`src/rtl/link_capture_pkg.sv`:
```
// ---------------------------------------------------------------------------
// link_capture_pkg
// Shared types and constants for the link capture sequencer:
//   - cap_state_e : sequencer states (IDLE, ARMED, CAPTURE, DONE)
//   - MODE_*      : qualifier modes carried in ctrl_reg[3:2]
//   - CTRL_* / STAT_* : bit positions inside ctrl_reg / status_reg
//   - norm_mode() : folds the reserved mode 3 onto immediate mode
// ---------------------------------------------------------------------------
package link_capture_pkg;

  typedef enum logic [1:0] {
    IDLE    = 2'd0,
    ARMED   = 2'd1,
    CAPTURE = 2'd2,
    DONE    = 2'd3
  } cap_state_e;

  localparam logic [1:0] MODE_IMM   = 2'd0;
  localparam logic [1:0] MODE_ALIGN = 2'd1;
  localparam logic [1:0] MODE_TRIG  = 2'd2;

  // ctrl_reg fields
  localparam int CTRL_START    = 0;
  localparam int CTRL_STOP     = 1;
  localparam int CTRL_MODE_LSB = 2;
  localparam int CTRL_MODE_MSB = 3;
  localparam int CTRL_LEN_LSB  = 16;
  localparam int CTRL_LEN_MSB  = 31;

  // status_reg fields
  localparam int STAT_BUSY    = 0;
  localparam int STAT_DONE    = 1;
  localparam int STAT_ARMED   = 2;
  localparam int STAT_ABORTED = 3;
  localparam int STAT_CNT_LSB = 16;
  localparam int STAT_CNT_MSB = 31;

  // Mode 3 is reserved and behaves exactly like immediate mode.
  function automatic logic [1:0] norm_mode(input logic [1:0] mode);
    return (mode == 2'd3) ? MODE_IMM : mode;
  endfunction

endpackage

```
`src/rtl/link_capture_qual.sv`:
```
// ---------------------------------------------------------------------------
// link_capture_qual
// Combinational qualifier select: decides whether the current link word
// may start a capture.
//   mode_i       in  2   latched capture mode (MODE_IMM / MODE_ALIGN / MODE_TRIG)
//   link_data_i  in  DW  current link word
//   link_valid_i in  1   link word valid this cycle
//   trigger_i    in  1   external trigger (mode 2 qualifier)
//   qualify_o    out 1   this word is the first word of a capture
// ---------------------------------------------------------------------------
module link_capture_qual
  import link_capture_pkg::*;
#(
  parameter int unsigned           DATA_WIDTH = 32,
  parameter logic [DATA_WIDTH-1:0] ALIGN_WORD = DATA_WIDTH'(32'h9CCCCCCC)
) (
  input  logic [1:0]            mode_i,
  input  logic [DATA_WIDTH-1:0] link_data_i,
  input  logic                  link_valid_i,
  input  logic                  trigger_i,
  output logic                  qualify_o
);

  // NOTE: every output of an always_comb gets a default first, so no path
  // can leave it unassigned and infer a latch.
  always_comb begin
    qualify_o = 1'b0;
    case (mode_i)
      MODE_ALIGN: qualify_o = link_valid_i && (link_data_i == ALIGN_WORD);
      MODE_TRIG:  qualify_o = link_valid_i && trigger_i;
      default:    qualify_o = link_valid_i;  // immediate (and reserved mode 3)
    endcase
  end

endmodule

```
`src/rtl/link_capture_ctrl.sv`:
```
// ---------------------------------------------------------------------------
// link_capture_ctrl
// Capture sequencer for one link. Arms on a rising edge of ctrl_reg[0],
// waits for a qualifying word, then writes L consecutive valid link words
// into a capture BRAM at addresses 0..L-1.
//
// Optional feature: define LINK_CAPTURE_TS_EN to add a free-running 32-bit
// cycle counter and the trig_ts output (counter value at the qualifying word).
//
// Ports
//   clk        in   1    link clock, posedge
//   resetn     in   1    synchronous active-low reset
//   ctrl_reg   in   32   [0] start (rising edge) [1] stop [3:2] mode [31:16] length
//   link_data  in   DW   link word
//   link_valid in   1    link word valid
//   trigger_in in   1    mode-2 qualifier
//   bram_we    out  1    BRAM write enable
//   bram_addr  out  AW   BRAM address
//   bram_din   out  DW   BRAM write data
//   status_reg out  32   [0] busy [1] done [2] armed [3] aborted [31:16] words written
//   trig_ts    out  32   (LINK_CAPTURE_TS_EN only) cycle stamp of qualifying word
// ---------------------------------------------------------------------------
module link_capture_ctrl
  import link_capture_pkg::*;
#(
  parameter int unsigned           DATA_WIDTH = 32,
  parameter int unsigned           ADDR_WIDTH = 10,
  parameter logic [DATA_WIDTH-1:0] ALIGN_WORD = DATA_WIDTH'(32'h9CCCCCCC)
) (
  input  logic                  clk,
  input  logic                  resetn,
  input  logic [31:0]           ctrl_reg,
  input  logic [DATA_WIDTH-1:0] link_data,
  input  logic                  link_valid,
  input  logic                  trigger_in,
  output logic                  bram_we,
  output logic [ADDR_WIDTH-1:0] bram_addr,
  output logic [DATA_WIDTH-1:0] bram_din,
  output logic [31:0]           status_reg
`ifdef LINK_CAPTURE_TS_EN
  ,
  output logic [31:0]           trig_ts
`endif
);

  localparam logic [15:0] DEPTH = 16'(32'd1 << ADDR_WIDTH);

  cap_state_e            state_q;
  logic                  start_q;
  logic [1:0]            mode_q;
  logic [15:0]           len_q;
  logic [15:0]           cnt_q;
  logic                  done_q;
  logic                  aborted_q;
  logic                  we_q;
  logic [ADDR_WIDTH-1:0] addr_q;
  logic [DATA_WIDTH-1:0] din_q;

  logic        start_edge;
  logic        stop_req;
  logic        qualify;
  logic        take_word;
  logic [1:0]  mode_d;
  logic [15:0] len_field;
  logic [15:0] len_d;
  logic [15:0] cnt_d;
  logic        unused_ctrl;

  assign unused_ctrl = ^ctrl_reg[15:4];

  assign start_edge = ctrl_reg[CTRL_START] && !start_q;
  assign stop_req   = ctrl_reg[CTRL_STOP];
  assign mode_d     = norm_mode(ctrl_reg[CTRL_MODE_MSB:CTRL_MODE_LSB]);
  assign len_field  = ctrl_reg[CTRL_LEN_MSB:CTRL_LEN_LSB];
  // Zero or oversize length means "fill the whole BRAM".
  assign len_d      = (len_field == 16'd0 || len_field > DEPTH) ? DEPTH : len_field;
  assign cnt_d      = cnt_q + 16'd1;

  link_capture_qual #(
    .DATA_WIDTH (DATA_WIDTH),
    .ALIGN_WORD (ALIGN_WORD)
  ) u_qual (
    .mode_i       (mode_q),
    .link_data_i  (link_data),
    .link_valid_i (link_valid),
    .trigger_i    (trigger_in),
    .qualify_o    (qualify)
  );

  // A word is stored when it qualifies in ARMED, or is valid in CAPTURE.
  assign take_word = ((state_q == ARMED) && qualify) ||
                     ((state_q == CAPTURE) && link_valid);

  // NOTE: sequential state is updated only with non-blocking assignments so
  // every register samples the pre-edge values of the others.
  always_ff @(posedge clk) begin
    if (!resetn) begin
      state_q   <= IDLE;
      // Track the start bit through reset so a start held high across reset
      // does not look like a fresh edge afterwards.
      start_q   <= ctrl_reg[CTRL_START];
      mode_q    <= MODE_IMM;
      len_q     <= DEPTH;
      cnt_q     <= '0;
      done_q    <= 1'b0;
      aborted_q <= 1'b0;
      we_q      <= 1'b0;
      addr_q    <= '0;
      din_q     <= '0;
    end else begin
      start_q <= ctrl_reg[CTRL_START];
      we_q    <= 1'b0;  // a write lasts exactly one cycle
      case (state_q)
        IDLE, DONE: begin
          // Stop wins over a same-cycle start edge.
          if (start_edge && !stop_req) begin
            state_q   <= ARMED;
            mode_q    <= mode_d;
            len_q     <= len_d;
            cnt_q     <= '0;
            done_q    <= 1'b0;
            aborted_q <= 1'b0;
          end
        end
        ARMED, CAPTURE: begin
          if (stop_req) begin
            state_q   <= IDLE;
            aborted_q <= 1'b1;
          end else if (take_word) begin
            we_q    <= 1'b1;
            addr_q  <= cnt_q[ADDR_WIDTH-1:0];
            din_q   <= link_data;
            cnt_q   <= cnt_d;
            if (cnt_d == len_q) begin
              state_q <= DONE;
              done_q  <= 1'b1;
            end else begin
              state_q <= CAPTURE;
            end
          end
        end
        default: state_q <= IDLE;
      endcase
    end
  end

  assign bram_we   = we_q;
  assign bram_addr = addr_q;
  assign bram_din  = din_q;

  always_comb begin
    status_reg                             = '0;
    status_reg[STAT_BUSY]                  = (state_q == ARMED) || (state_q == CAPTURE);
    status_reg[STAT_DONE]                  = done_q;
    status_reg[STAT_ARMED]                 = (state_q == ARMED);
    status_reg[STAT_ABORTED]               = aborted_q;
    status_reg[STAT_CNT_MSB:STAT_CNT_LSB]  = cnt_q;
  end

`ifdef LINK_CAPTURE_TS_EN
  logic [31:0] ts_cnt_q;
  logic [31:0] trig_ts_q;

  always_ff @(posedge clk) begin
    if (!resetn) begin
      ts_cnt_q  <= '0;
      trig_ts_q <= '0;
    end else begin
      ts_cnt_q <= ts_cnt_q + 32'd1;
      if ((state_q == ARMED) && !stop_req && qualify) begin
        trig_ts_q <= ts_cnt_q;
      end
    end
  end

  assign trig_ts = trig_ts_q;
`endif

endmodule
```
`config.mk`:
```
export PLATFORM = sky130hd
export DESIGN_NAME = link_capture_ctrl
export DESIGN_NICKNAME = d
export VERILOG_FILES = /design/src/rtl/link_capture_pkg.sv /design/src/rtl/link_capture_qual.sv /design/src/rtl/link_capture_ctrl.sv
export SDC_FILE = /design/constraint.sdc
export NUM_CORES = 1
export LEC_CHECK = 0
export BUFFER_PORTS_ARGS = -buffer_cell sky130_fd_sc_hd__buf_2
export CAP_MARGIN = 20
export CORE_ASPECT_RATIO = 1.2
export CORE_MARGIN = 10
export CORE_UTILIZATION = 40
export CTS_CLUSTER_SIZE = 16
export DETAILED_ROUTE_END_ITERATION = 10
export HOLD_SLACK_MARGIN = 0.05
export PLACE_DENSITY = 0.72
export SLEW_MARGIN = 25
export SYNTH_ARGS = -nofsm -noshare
export SYNTH_HDL_FRONTEND = slang
export SYNTH_HIERARCHICAL = 1
export SYNTH_SLANG_ARGS = --single-unit
export TNS_END_PERCENT = 50
```
`constraint.sdc`:
```
create_clock -name clk -period 2.44 [get_ports clk]
set_clock_uncertainty 0.1 [all_clocks]
set_input_delay 0.488 -clock clk [delete_from_list [all_inputs] [get_ports clk]]
set_output_delay 0.488 -clock clk [all_outputs]
set_load 0.01 [all_outputs]
```
==> impl_metrics.csv <==
group,metric,value,unit
sta,drv_slew,0,
placement,place_congestion,0.8832,
yosys,async_flop_share,0,
setup_path,end_kind,"register",
cells_and_area,syn2layout_area_growth,35.09,%
floorplan,pin_count,143,
setup_path,cp.arrival,2.68,ns
routing,wl_met3,671,µm
cells_and_area,register_area,1643,µm²
setup_path,start_kind,"register",
yosys,synth_edf_count,0,
setup_path,cp_slowest_cell,"dfxtp_2",
global_route,first_global_vias,3781,
clock_network,cts.htree.levels,3,
global_route,antenna_found_initial,2,
routing,wl_met1,4818,µm
yosys,yosysTopAreaCell,"dfxtp_1",
clock_network,cts_root_buf,"clkbuf_16",
pwr,power,2.832,mW
setup_path,crit_chain,"inv_2 -> ha_4 -> nor4b_4 -> nand4_1 -> o31ai_2 -> a22oi_2 -> buf_4 -> nor3_4 -> buf_6 -> buf_12 -> clkbuf_16 -> nand2_1 -> a21boi_1",
status,status,"finished, violations left",
routing,via_count,3875,
clock_network,clock_latency,0.33,ns
yosys,syn_area,3973,µm²
clock_network,numCtsBuffers,9,
floorplan,rows,39,
cells_and_area,n_fill_cell,903,
setup_path,startpoint,"mode_q[0]",
floorplan,die_area,14330,µm²
routing,postRouteAntennaNets,0,
hold_path,hp-class,"input pin to register",
routing,postRouteWirelength,12180,µm
yosys,synth.area.top_cells,"dfxtp_1, nand2_1, a21boi_0, xnor2_1, buf_4",
cells_and_area,nNetsFinal,688,
floorplan,start_util,0.4133,
sta,setup_viol,22,
cells_and_area,multiInputGateArea,2201,µm²
clock_network,clock_sinks,82,
clock_network,hold_buffers,0,
routing,drc,0,
setup_path,critPathKind,"register to register",
setup_path,cp_data_required_time,2.60,ns
yosys,synthCells,470,
sta,rsz0062_at_grt,"yes",
routing,avgViaCountPerCell,5.201,
sta,worst_slack,-0.07845,ns
setup_path,reg2reg_from,"mode_q[0]",
yosys,ys.flop_type,"dfxtp_1",
run,cap_violations,0,
pwr,p_leak,2.432,nW
sta,hold_viol_final,0,
floorplan,die_w,111.0,µm
routing,post_drt_wl_per_cell,16.35,µm
status,violations,"negative setup slack",
floorplan,die_y,129.2,µm
placement,detailed_place_hpwl,8726,µm
yosys,synth_top_area_frac,0.4132,
routing,dr.pass1.iters,4,
clock_network,cts_tree,"yes",
routing,top_signal_layer_used,"met4",
cells_and_area,drive_above_1_share,0.3435,
pwr,vdd_drop_max,320.9,µV
yosys,synthDistinctLibCells,57,
global_route,grtUsageTotal,0.1545,
yosys,synth.most_common_cell,"nand2_1",
global_route,grt_max_degree,36,
yosys,ys_warn_count,6,
sta,period_needed,2.518,ns
hold_path,hold_start,"ctrl_reg[0]",
global_route,grt_overflow_total,0,
setup_path,cp_max_fo,8,
placement,dp_slack,-0.4156,ns
routing,route.met2.wl,6363,µm
sta,fin_crit_sh,1.032,
clock_network,clk_pin_slew,0.06,ns
yosys,syn_avg_cell_area,8.452,µm²
yosys,ys_ff_latch,82,
yosys,seq_area_frac_synth,0.4132,
placement,port_buffers,118,
yosys,synth_common_cells,"nand2_1, dfxtp_1, a21boi_0, clkbuf_1",
clock_network,cts.path.max_buffers,2,
routing,drtIter0Drc,216,
sta,max_freq,0.3971,GHz
floorplan,coreArea,9613,µm²
setup_path,max_stage_delay,0.34,ns
global_route,grt_pass1_wl,18570,µm
pwr,powerDensity,527.7,nW/µm²
## path summary, 6_finish.rpt
kind | end | slack [ns] | depth (start not counted)
setup / recovery | bram_din[21] | -0.08 | 13
hold / removal | start_q | 0.19 | 1
setup reg to reg | bram_din[21] | -0.08 | 13
hold reg to reg | bram_addr[9] | 0.35 | 2
## metrics by stage
step / TNS [ns] / instances / utilization / hold WS [ns] / cell area (µm²)
after floorplan: 0 / 481 / - / 0.3228 / 4014
final: -0.6961 / 745 / 0.5582 / 0.1940 / 5366
after global placement: -21.94 / 713 / 0.5007 / 0.3342 / 4813
after detailed placement: -19.45 / 713 / 0.5007 / 0.3389 / 4813
after global routing: -6.771 / 745 / 0.5582 / 0.1822 / 5366
after CTS: 0 / 734 / 0.5405 / 0.1770 / 5196
## placed cells by master (no fill, tap or decap), types with 15 or more instances in the layout
cell      instances
buf_2           119
nand2_1          98
dfxtp_1          81
buf_4            44
a21boi_1         32
xnor2_1          16
nor2_1           15
## critical path, delay by kind of cell, from the launching register on
| family | cells | cell delay, ns |
|---|---|---|
| DFF | 1 | 0.34 |
| adders and majority gates | 1 | 0.16 |
| and+or+nand+nor | 4 | 0.68 |
| buffers and inverters | 5 | 0.66 |
| AOI/OAI and AO/OA | 3 | 0.51 |
## power by group
| group | switching [mW] | internal [mW] | leakage (nW) | total (mW) |
|---|---|---|---|---|
| Clock | 0.524 | 0.785 | 0.138 | 1.31 |
| Combinational | 0.0915 | 0.0852 | 1.63 | 0.177 |
| Sequential | 0.00262 | 1.34 | 0.661 | 1.35 |
| Total | 0.618 | 2.21 | 2.43 | 2.83 |
## cells by family after synthesis
group                    count (synthesis)  synth area share
AND/OR/NAND/NOR                        197            0.2573
AO/OA/AOI/OAI                          107            0.1928
flip-flops                              82            0.4132
buffers and inverters                   55           0.07024
XOR/XNOR                                24           0.05291
adder cells (fa/ha/maj)                  4           0.01260
other                                    1         0.0009440
## what timing repair did
action,in CTS,in global routing
endpoints found under the setup margin,61,60
pin swaps,1,11
resized for setup,15,56
setup buffers,4,6
gates cloned,2,3
## flip-flops by register name (all words and copies together), names as in the netlist
signal / flops
start_q: 1
cnt_q: 16
bram_addr: 10
len_q: 16
bram_din: 32
state_q: 2
bram_we: 1
aborted_q: 1
mode_q: 2
done_q: 1
## layout make-up
cell class	instances	area share
Tap cell	123	0.02868
Timing Repair Buffer	170	0.1954
Clock buffer	10	0.04267
Clock inverter	5	0.01049
Inverter	8	0.005596
Sequential cell	82	0.3061
Antenna cell	2	0.0009326
Multi-Input combinational cell	345	0.4101
## metal layers
layer / track usage / up-vias
met1: 0.1699 / 1834
met4: 0.07822 / 0
met3: 0.03878 / 22
met5: 0 / -
li1: - / 1903
met2: 0.2726 / 116
No activity file was read; power rests on OpenSTA's default activity.
